===== src/rtl/mem_access_if.sv =====
// Data-memory request/acknowledge bus between the memory-access stage and memory.
interface mem_access_if;
  logic        mem_req;
  logic        mem_we;
  logic [31:0] mem_addr;
  logic [3:0]  mem_strb;
  logic [31:0] mem_wdata;
  logic        mem_ack;
  logic [31:0] mem_rdata;
  logic        mem_err;

  modport master (
    output mem_req, mem_we, mem_addr, mem_strb, mem_wdata, mem_err,
    input  mem_ack, mem_rdata
  );

  modport slave (
    input  mem_req, mem_we, mem_addr, mem_strb, mem_wdata, mem_err,
    output mem_ack, mem_rdata
  );
endinterface


===== src/rtl/mem_access.sv =====
// Memory-access stage: issues stores/loads on the data bus, extracts and extends
// load data, forwards plain register writes and stalls upstream while busy.
module mem_access #(
  parameter int unsigned WAIT_LIMIT = 255
) (
  input  logic                clk,
  input  logic                rst_n,
  input  logic                cushion_reg_w_valid,
  input  logic [4:0]          cushion_reg_w_rd,
  input  logic [31:0]         cushion_reg_w_data,
  input  logic                cushion_mem_r_valid,
  input  logic [4:0]          cushion_mem_r_rd,
  input  logic [31:0]         cushion_mem_r_addr,
  input  logic [3:0]          cushion_mem_r_strb,
  input  logic                cushion_mem_r_signed,
  input  logic                cushion_mem_w_valid,
  input  logic [31:0]         cushion_mem_w_addr,
  input  logic [3:0]          cushion_mem_w_strb,
  input  logic [31:0]         cushion_mem_w_data,
  output logic                stall,
  mem_access_if.master        bus,
  output logic                ma_reg_w_valid,
  output logic [4:0]          ma_reg_w_rd,
  output logic [31:0]         ma_reg_w_data
);

  localparam int unsigned CNT_W = 8;

  typedef enum logic [1:0] {IDLE = 2'd0, WR = 2'd1, RD = 2'd2} state_t;

  state_t       state, state_n;
  logic [CNT_W-1:0] cnt, cnt_n;
  logic         ld_pend, ld_pend_n;
  logic [4:0]   r_rd, r_rd_n;
  logic [29:0]  r_word, r_word_n;
  logic [3:0]   r_strb, r_strb_n;
  logic         r_signed, r_signed_n;

  logic         req_q, req_n;
  logic         we_q, we_n;
  logic [31:0]  addr_q, addr_n;
  logic [3:0]   strb_q, strb_n;
  logic [31:0]  wdata_q, wdata_n;
  logic         err_q, err_n;
  logic         stall_n;
  logic         wb_valid_n;
  logic [4:0]   wb_rd_n;
  logic [31:0]  wb_data_n;

  // Byte-offset bits come from the lane mask, so address bits [1:0] are not needed.
  logic unused_addr_bits;
  assign unused_addr_bits = ^{cushion_mem_r_addr[1:0], cushion_mem_w_addr[1:0]};

  function automatic logic strb_legal(input logic [3:0] s);
    case (s)
      4'b0001, 4'b0010, 4'b0100, 4'b1000,
      4'b0011, 4'b1100, 4'b1111: strb_legal = 1'b1;
      default:                   strb_legal = 1'b0;
    endcase
  endfunction

  function automatic logic [4:0] strb_shift(input logic [3:0] s);
    logic [1:0] off;
    if (s[0])      off = 2'd0;
    else if (s[1]) off = 2'd1;
    else if (s[2]) off = 2'd2;
    else           off = 2'd3;
    strb_shift = {off, 3'b000};
  endfunction

  function automatic logic [31:0] load_extract(input logic [31:0] d, input logic [3:0] s,
                                               input logic sgn);
    logic [31:0] x;
    x = d >> strb_shift(s);
    case (s)
      4'b1111:          load_extract = x;
      4'b0011, 4'b1100: load_extract = sgn ? {{16{x[15]}}, x[15:0]} : {16'b0, x[15:0]};
      default:          load_extract = sgn ? {{24{x[7]}}, x[7:0]} : {24'b0, x[7:0]};
    endcase
  endfunction

  assign bus.mem_req   = req_q;
  assign bus.mem_we    = we_q;
  assign bus.mem_addr  = addr_q;
  assign bus.mem_strb  = strb_q;
  assign bus.mem_wdata = wdata_q;
  assign bus.mem_err   = err_q;

  // State, captured request and registered outputs.
  always_ff @(posedge clk or negedge rst_n) begin
    if (!rst_n) begin
      state          <= IDLE;
      cnt            <= '0;
      ld_pend        <= 1'b0;
      r_rd           <= '0;
      r_word         <= '0;
      r_strb         <= '0;
      r_signed       <= 1'b0;
      req_q          <= 1'b0;
      we_q           <= 1'b0;
      addr_q         <= '0;
      strb_q         <= '0;
      wdata_q        <= '0;
      err_q          <= 1'b0;
      stall          <= 1'b0;
      ma_reg_w_valid <= 1'b0;
      ma_reg_w_rd    <= '0;
      ma_reg_w_data  <= '0;
    end else begin
      state          <= state_n;
      cnt            <= cnt_n;
      ld_pend        <= ld_pend_n;
      r_rd           <= r_rd_n;
      r_word         <= r_word_n;
      r_strb         <= r_strb_n;
      r_signed       <= r_signed_n;
      req_q          <= req_n;
      we_q           <= we_n;
      addr_q         <= addr_n;
      strb_q         <= strb_n;
      wdata_q        <= wdata_n;
      err_q          <= err_n;
      stall          <= stall_n;
      ma_reg_w_valid <= wb_valid_n;
      ma_reg_w_rd    <= wb_rd_n;
      ma_reg_w_data  <= wb_data_n;
    end
  end

  // Next-state and next-output decode; bus fields hold their value unless reloaded.
  always_comb begin
    state_n    = state;
    cnt_n      = cnt;
    ld_pend_n  = ld_pend;
    r_rd_n     = r_rd;
    r_word_n   = r_word;
    r_strb_n   = r_strb;
    r_signed_n = r_signed;
    req_n      = 1'b0;
    we_n       = we_q;
    addr_n     = addr_q;
    strb_n     = strb_q;
    wdata_n    = wdata_q;
    err_n      = 1'b0;
    wb_valid_n = 1'b0;
    wb_rd_n    = ma_reg_w_rd;
    wb_data_n  = ma_reg_w_data;

    case (state)
      IDLE: begin
        if (cushion_reg_w_valid) begin
          wb_valid_n = (cushion_reg_w_rd != 5'd0);
          wb_rd_n    = cushion_reg_w_rd;
          wb_data_n  = cushion_reg_w_data;
        end
        if (cushion_mem_w_valid || cushion_mem_r_valid) begin
          if ((cushion_mem_w_valid && !strb_legal(cushion_mem_w_strb)) ||
              (cushion_mem_r_valid && !strb_legal(cushion_mem_r_strb))) begin
            err_n = 1'b1;
          end else begin
            ld_pend_n  = cushion_mem_r_valid;
            r_rd_n     = cushion_mem_r_rd;
            r_word_n   = cushion_mem_r_addr[31:2];
            r_strb_n   = cushion_mem_r_strb;
            r_signed_n = cushion_mem_r_signed;
            cnt_n      = '0;
            req_n      = 1'b1;
            if (cushion_mem_w_valid) begin
              state_n = WR;
              we_n    = 1'b1;
              addr_n  = {cushion_mem_w_addr[31:2], 2'b00};
              strb_n  = cushion_mem_w_strb;
              wdata_n = cushion_mem_w_data << strb_shift(cushion_mem_w_strb);
            end else begin
              state_n = RD;
              we_n    = 1'b0;
              addr_n  = {cushion_mem_r_addr[31:2], 2'b00};
              strb_n  = cushion_mem_r_strb;
            end
          end
        end
      end
      WR, RD: begin
        if (bus.mem_ack) begin
          cnt_n = '0;
          if (state == RD) begin
            wb_valid_n = (r_rd != 5'd0);
            wb_rd_n    = r_rd;
            wb_data_n  = load_extract(bus.mem_rdata, r_strb, r_signed);
            ld_pend_n  = 1'b0;
            state_n    = IDLE;
          end else if (ld_pend) begin
            state_n = RD;
            req_n   = 1'b1;
            we_n    = 1'b0;
            addr_n  = {r_word, 2'b00};
            strb_n  = r_strb;
          end else begin
            state_n = IDLE;
          end
        end else if (cnt == CNT_W'(WAIT_LIMIT - 1)) begin
          err_n     = 1'b1;
          ld_pend_n = 1'b0;
          state_n   = IDLE;
        end else begin
          cnt_n = cnt + CNT_W'(1);
          req_n = 1'b1;
        end
      end
      default: state_n = IDLE;
    endcase

    stall_n = (state_n != IDLE);
  end

endmodule


===== src/flat_wrapper.sv =====
// flat-port wrapper written by rule: the top's interface ports become plain ports
module mem_access_flat 
#(
  parameter int unsigned WAIT_LIMIT = 255
)
  (clk, rst_n, cushion_reg_w_valid, cushion_reg_w_rd, cushion_reg_w_data, cushion_mem_r_valid, cushion_mem_r_rd, cushion_mem_r_addr, cushion_mem_r_strb, cushion_mem_r_signed, cushion_mem_w_valid, cushion_mem_w_addr, cushion_mem_w_strb, cushion_mem_w_data, stall, ma_reg_w_valid, ma_reg_w_rd, ma_reg_w_data, bus_mem_req, bus_mem_we, bus_mem_addr, bus_mem_strb, bus_mem_wdata, bus_mem_err, bus_mem_ack, bus_mem_rdata);
  mem_access_if bus_i ();
  input  logic clk;
  input  logic rst_n;
  input  logic cushion_reg_w_valid;
  input  logic [4:0] cushion_reg_w_rd;
  input  logic [31:0] cushion_reg_w_data;
  input  logic cushion_mem_r_valid;
  input  logic [4:0] cushion_mem_r_rd;
  input  logic [31:0] cushion_mem_r_addr;
  input  logic [3:0] cushion_mem_r_strb;
  input  logic cushion_mem_r_signed;
  input  logic cushion_mem_w_valid;
  input  logic [31:0] cushion_mem_w_addr;
  input  logic [3:0] cushion_mem_w_strb;
  input  logic [31:0] cushion_mem_w_data;
  output logic stall;
  output logic ma_reg_w_valid;
  output logic [4:0] ma_reg_w_rd;
  output logic [31:0] ma_reg_w_data;
  output wire logic [$bits(bus_i.mem_req)-1:0] bus_mem_req;
  output wire logic [$bits(bus_i.mem_we)-1:0] bus_mem_we;
  output wire logic [$bits(bus_i.mem_addr)-1:0] bus_mem_addr;
  output wire logic [$bits(bus_i.mem_strb)-1:0] bus_mem_strb;
  output wire logic [$bits(bus_i.mem_wdata)-1:0] bus_mem_wdata;
  output wire logic [$bits(bus_i.mem_err)-1:0] bus_mem_err;
  input wire logic [$bits(bus_i.mem_ack)-1:0] bus_mem_ack;
  input wire logic [$bits(bus_i.mem_rdata)-1:0] bus_mem_rdata;
  assign bus_mem_req = bus_i.mem_req;
  assign bus_mem_we = bus_i.mem_we;
  assign bus_mem_addr = bus_i.mem_addr;
  assign bus_mem_strb = bus_i.mem_strb;
  assign bus_mem_wdata = bus_i.mem_wdata;
  assign bus_mem_err = bus_i.mem_err;
  assign bus_i.mem_ack = bus_mem_ack;
  assign bus_i.mem_rdata = bus_mem_rdata;
  mem_access #(.WAIT_LIMIT(WAIT_LIMIT)) u_core (.clk(clk), .rst_n(rst_n), .cushion_reg_w_valid(cushion_reg_w_valid), .cushion_reg_w_rd(cushion_reg_w_rd), .cushion_reg_w_data(cushion_reg_w_data), .cushion_mem_r_valid(cushion_mem_r_valid), .cushion_mem_r_rd(cushion_mem_r_rd), .cushion_mem_r_addr(cushion_mem_r_addr), .cushion_mem_r_strb(cushion_mem_r_strb), .cushion_mem_r_signed(cushion_mem_r_signed), .cushion_mem_w_valid(cushion_mem_w_valid), .cushion_mem_w_addr(cushion_mem_w_addr), .cushion_mem_w_strb(cushion_mem_w_strb), .cushion_mem_w_data(cushion_mem_w_data), .stall(stall), .bus(bus_i), .ma_reg_w_valid(ma_reg_w_valid), .ma_reg_w_rd(ma_reg_w_rd), .ma_reg_w_data(ma_reg_w_data));
endmodule

===== config.mk =====
export PLATFORM = sky130hd
export DESIGN_NAME = mem_access_flat
export DESIGN_NICKNAME = d
export VERILOG_FILES = /design/src/rtl/mem_access_if.sv /design/src/rtl/mem_access.sv /design/src/flat_wrapper.sv
export SDC_FILE = /design/constraint.sdc
export NUM_CORES = 1
export LEC_CHECK = 0
export BUFFER_PORTS_ARGS = -buffer_cell sky130_fd_sc_hd__buf_2
export CAP_MARGIN = 20
export CORE_ASPECT_RATIO = 0.6
export CORE_UTILIZATION = 55
export DETAILED_ROUTE_END_ITERATION = 10
export GPL_TIMING_DRIVEN = 0
export PLACE_DENSITY = 0.95
export SLEW_MARGIN = 25
export SYNTH_ARGS = -nofsm -noshare
export SYNTH_HDL_FRONTEND = slang
export SYNTH_SLANG_ARGS = --single-unit

===== constraint.sdc =====
create_clock -name clk -period 7.85 [get_ports clk]
set_clock_uncertainty 0.1 [all_clocks]
set_input_delay 1.1775 -clock clk [delete_from_list [all_inputs] [get_ports clk]]
set_output_delay 1.1775 -clock clk [all_outputs]
set_load 0.05 [all_outputs]

==> key figures <==
Run status
  • Outcome: completed

Logic synthesis
  • Number of synthesized flops with an enable pin: 0
  • Mapped Area: between 8000 and 9000 sq um
  • Seq/Total Area, Yosys: 0.475
  • Flops & latches, synth: between 150 and 200
  • Synth area leader: dfrtp_1
  • Post-Syn Instances: around 900
  • Post-synth top flop: dfrtp_1
  • Synth cell types: 48
  • Synth async-reset ratio: 1.00
  • Synth top area share: 0.475
  • Main area contributors after synthesis: dfrtp_1 48%, mux2i_1 7.8%, nand2_1 6.6%
  • Synth Area per Inst: between 9 and 10 sq um
  • Yosys warns: 0

CTS
  • Worst-Skew Late Latency: approximately 0.42 ns
  • Clock Path Buffers: 2
  • H-tree lvl count: 4
  • Clock tree sinks: ~160
  • Post-CTS setup buffers: 0
  • CTS tree: done
  • Root buf cell: clkbuf_16
  • Post-cts resize count: 0
  • CTS buffer count: 17
  • Post-CTS Hold Buffers: 0
  • Clock transition at path regs: roughly 0.07 ns

Pwr
  • Power density cells: just under 500 nW/um^2
  • Max VDD drop: around 350 uV
  • Leak: 5.18 nW
  • Design Power: 5.17 mW

Routing
  • 1st-iter DRT viols: between 800 and 900
  • DRT antenna net count: 0
  • DR DRC count: 0
  • Vias/cell: 5.98
  • DR WL/cell: around 19 microns
  • Initial DRT Pass Iterations: 6
  • Vias post-DR: between 8,000 and 9,000
  • Final wirelength: about 27 mm

Floorplan
  • DIE AREA: 15,700 sq um
  • Initial Utilization: 0.571
  • Die Y: just under 100 microns
  • # rows: 34
  • Area of the core: between 10,000 and 15,000 sq um
  • Ports: roughly 300
  • Die W: approximately 160 microns

Min path
  • HP Start: u_core.bus.mem_strb[2]$_DFFE_PN0P_
  • Number of cells on the worst hold path: 2
  • WHS Endpoint: u_core.bus.mem_strb[2]$_DFFE_PN0P_
  • Min-delay worst type: reg -> reg

Global routing
  • Vias in the first global route: approximately 8,300
  • Initial antenna violation count: 3
  • Largest net degree at the start of global routing: 83
  • Global-route wire length before repair: 43.0 mm
  • GR Overflow Total: 0
  • GR Util All Layers: 0.353

Placement
  • DP Wirelength: 20.4 mm
  • Cell Area, Placed: about 10,000 sq um
  • Final GP Congestion: between 0.9 and 1
  • PortBufs: 286

Layout
  • Fin nets: roughly 1,400
  • Layout cell share with drive strength beyond 1: 0.331
  • Multi-input combinational cell area: around 4100 sq um
  • Area Growth Syn to Fin: 28.0%
  • FILL cells: 1,077
  • Final instance area: ~11,000 sq um
  • Register Area: between 3000 and 4000 sq um

STA
  • Worst Hold Slack: 0.379 ns
  • Final setup fails: 0
  • Final period util: 0.401
  • Slew HR: 0.448
  • RSZ-0062 raised after global routing: no
  • Sum of negative setup slack: 0 ns
  • Final min period: 3.15 ns
  • Slew Viols, Final: 0
  • Worst Tran Pin Value: a little over 0.8 ns
  • Final Hold Fails: 0
  • Fmax: 317 MHz

Setup path
  • CP endpoint kind: register
  • Reg2Reg Setup Slack: roughly 4.7 ns
  • Crit Path Max Fanout: 10
  • Worst path arrival time: between 3 and 4 ns
  • Critical path type: reg -> reg
  • Reg2reg start: u_core.state[0]$_DFF_PN0_
  • Crit path launch type: register
  • Reg2reg path depth: 9
  • Worst reg2reg endpoint: u_core.ma_reg_w_data[20]$_DFFE_PN0P_
  • CP required: 8.07 ns

Job
  • Max-cap violations: 0
==> registers in the layout (all words and copies together), names as in the netlist, 4 cells and up <==
| register | cells |
|---|---|
| u_core.bus.mem_addr | 30 |
| u_core.bus.mem_strb | 4 |
| u_core.cnt | 8 |
| u_core.r_rd | 5 |
| u_core.r_word | 30 |
| u_core.ma_reg_w_data | 32 |
| u_core.r_strb | 4 |
| u_core.ma_reg_w_rd | 5 |
| u_core.bus.mem_wdata | 32 |
==> cells in the final DEF (no fill, tap or decap), drive strengths merged, types with 3 or more instances in the layout <==
master	count
mux2i	65
clkinv	5
nand2	147
diode	5
buf	314
ha	6
mux2	42
or4	3
nand3	12
o21ai	94
clkbuf	58
o31ai	4
inv	11
bufinv	3
nor3	3
nor2	137
a22oi	8
nand4	6
mux4	7
and3	3
a31oi	4
o2111ai	3
a21oi	74
dfrtp	159
nor2b	4
a221oi	24
nand2b	4
==> metal layers <==
metal  routed length (microns)  track usage  vias up
met5                         0            0        -
met4                       916        0.131        0
met3                      2760       0.0717       94
met2                     12500        0.553      588
met1                     11100        0.486     4058
li1                          -            -     3778
==> kinds of logic after synthesis <==
kind of cell               count (synthesis)  share of synthesized area
muxes                                    114                      0.153
adders and majority gates                  6                    0.00896
DFF                                      159                      0.475
buffers and inverters                     75                     0.0403
and+or+nand+nor                          323                      0.157
AOI/OAI and AO/OA                        225                      0.165
other                                      1                   0.000448
==> area by class of cell <==
| class | count | area share |
|---|---|---|
| diodes | 5 | 0.00117 |
| plain buffers | 68 | 0.0291 |
| clock buffers | 17 | 0.0397 |
| clock inverters | 14 | 0.0170 |
| inverters | 7 | 0.00245 |
| multi-input cells | 670 | 0.379 |
| flip-flops and latches | 159 | 0.371 |
| well taps | 198 | 0.0231 |
| repair buffers | 287 | 0.137 |
==> power by group <==
part           internal (mW)  switching [mW]  leakage (nW)
Combinational          0.811            2.04          2.96
Sequential              1.21           0.241          1.93
Clock                  0.506           0.359         0.292
Total                   2.53            2.64          5.18
==> synth_stat cells, types with 6 or more instances <==
cell type / count
a221oi_1: 14
a221oi_2: 10
mux2i_1: 65
nand2_1: 147
a22oi_1: 8
mux2_2: 42
inv_1: 7
nor2_1: 134
dfrtp_1: 159
buf_1: 8
a21oi_1: 74
mux4_2: 7
nand4_1: 6
ha_1: 6
clkbuf_1: 41
buf_2: 14
nand3_1: 12
o21ai_0: 92
==> critical path, stage by stage (launching register included) <==
cell	delay, ns
dfrtp_1	0.45
inv_1	0.10
ha_1	0.29
buf_2	0.17
nor2b_1	0.18
a2111oi_1	0.67
buf_2	0.36
clkbuf_1	0.43
nor2_1	0.09
a221oi_1	0.23
==> worst max path at each step <==
stage,from,to,slack [ns],cells past startpoint
floorplan,bus_mem_ack,u_core.ld_pend$_DFFE_PN0P_,4.91,6
finish,u_core.state[0]$_DFF_PN0_,u_core.ma_reg_w_data[20]$_DFFE_PN0P_,4.70,9
detailed placement,cushion_mem_r_strb[1],u_core.bus.mem_addr[5]$_DFFE_PN0P_,4.42,7
global placement,rst_n,u_core.r_word[9]$_DFFE_PN0P_,3.13,1
CTS,u_core.state[0]$_DFF_PN0_,u_core.ma_reg_w_data[21]$_DFFE_PN0P_,4.75,9
global route,cushion_mem_w_strb[0],u_core.bus.mem_strb[3]$_DFFE_PN0P_,4.56,8
==> through the flow <==
| stage | cells | util | worst slack (ns) |
|---|---|---|---|
| floorplan | 904 | - | 4.91 |
| global placement | 1388 | 0.685 | 3.13 |
| detailed placement | 1389 | 0.688 | 4.42 |
| CTS | 1420 | 0.729 | 4.75 |
| global route | 1421 | 0.729 | 4.56 |
| finish | 1425 | 0.730 | 4.70 |
Power figures use the tool's default switching activity.
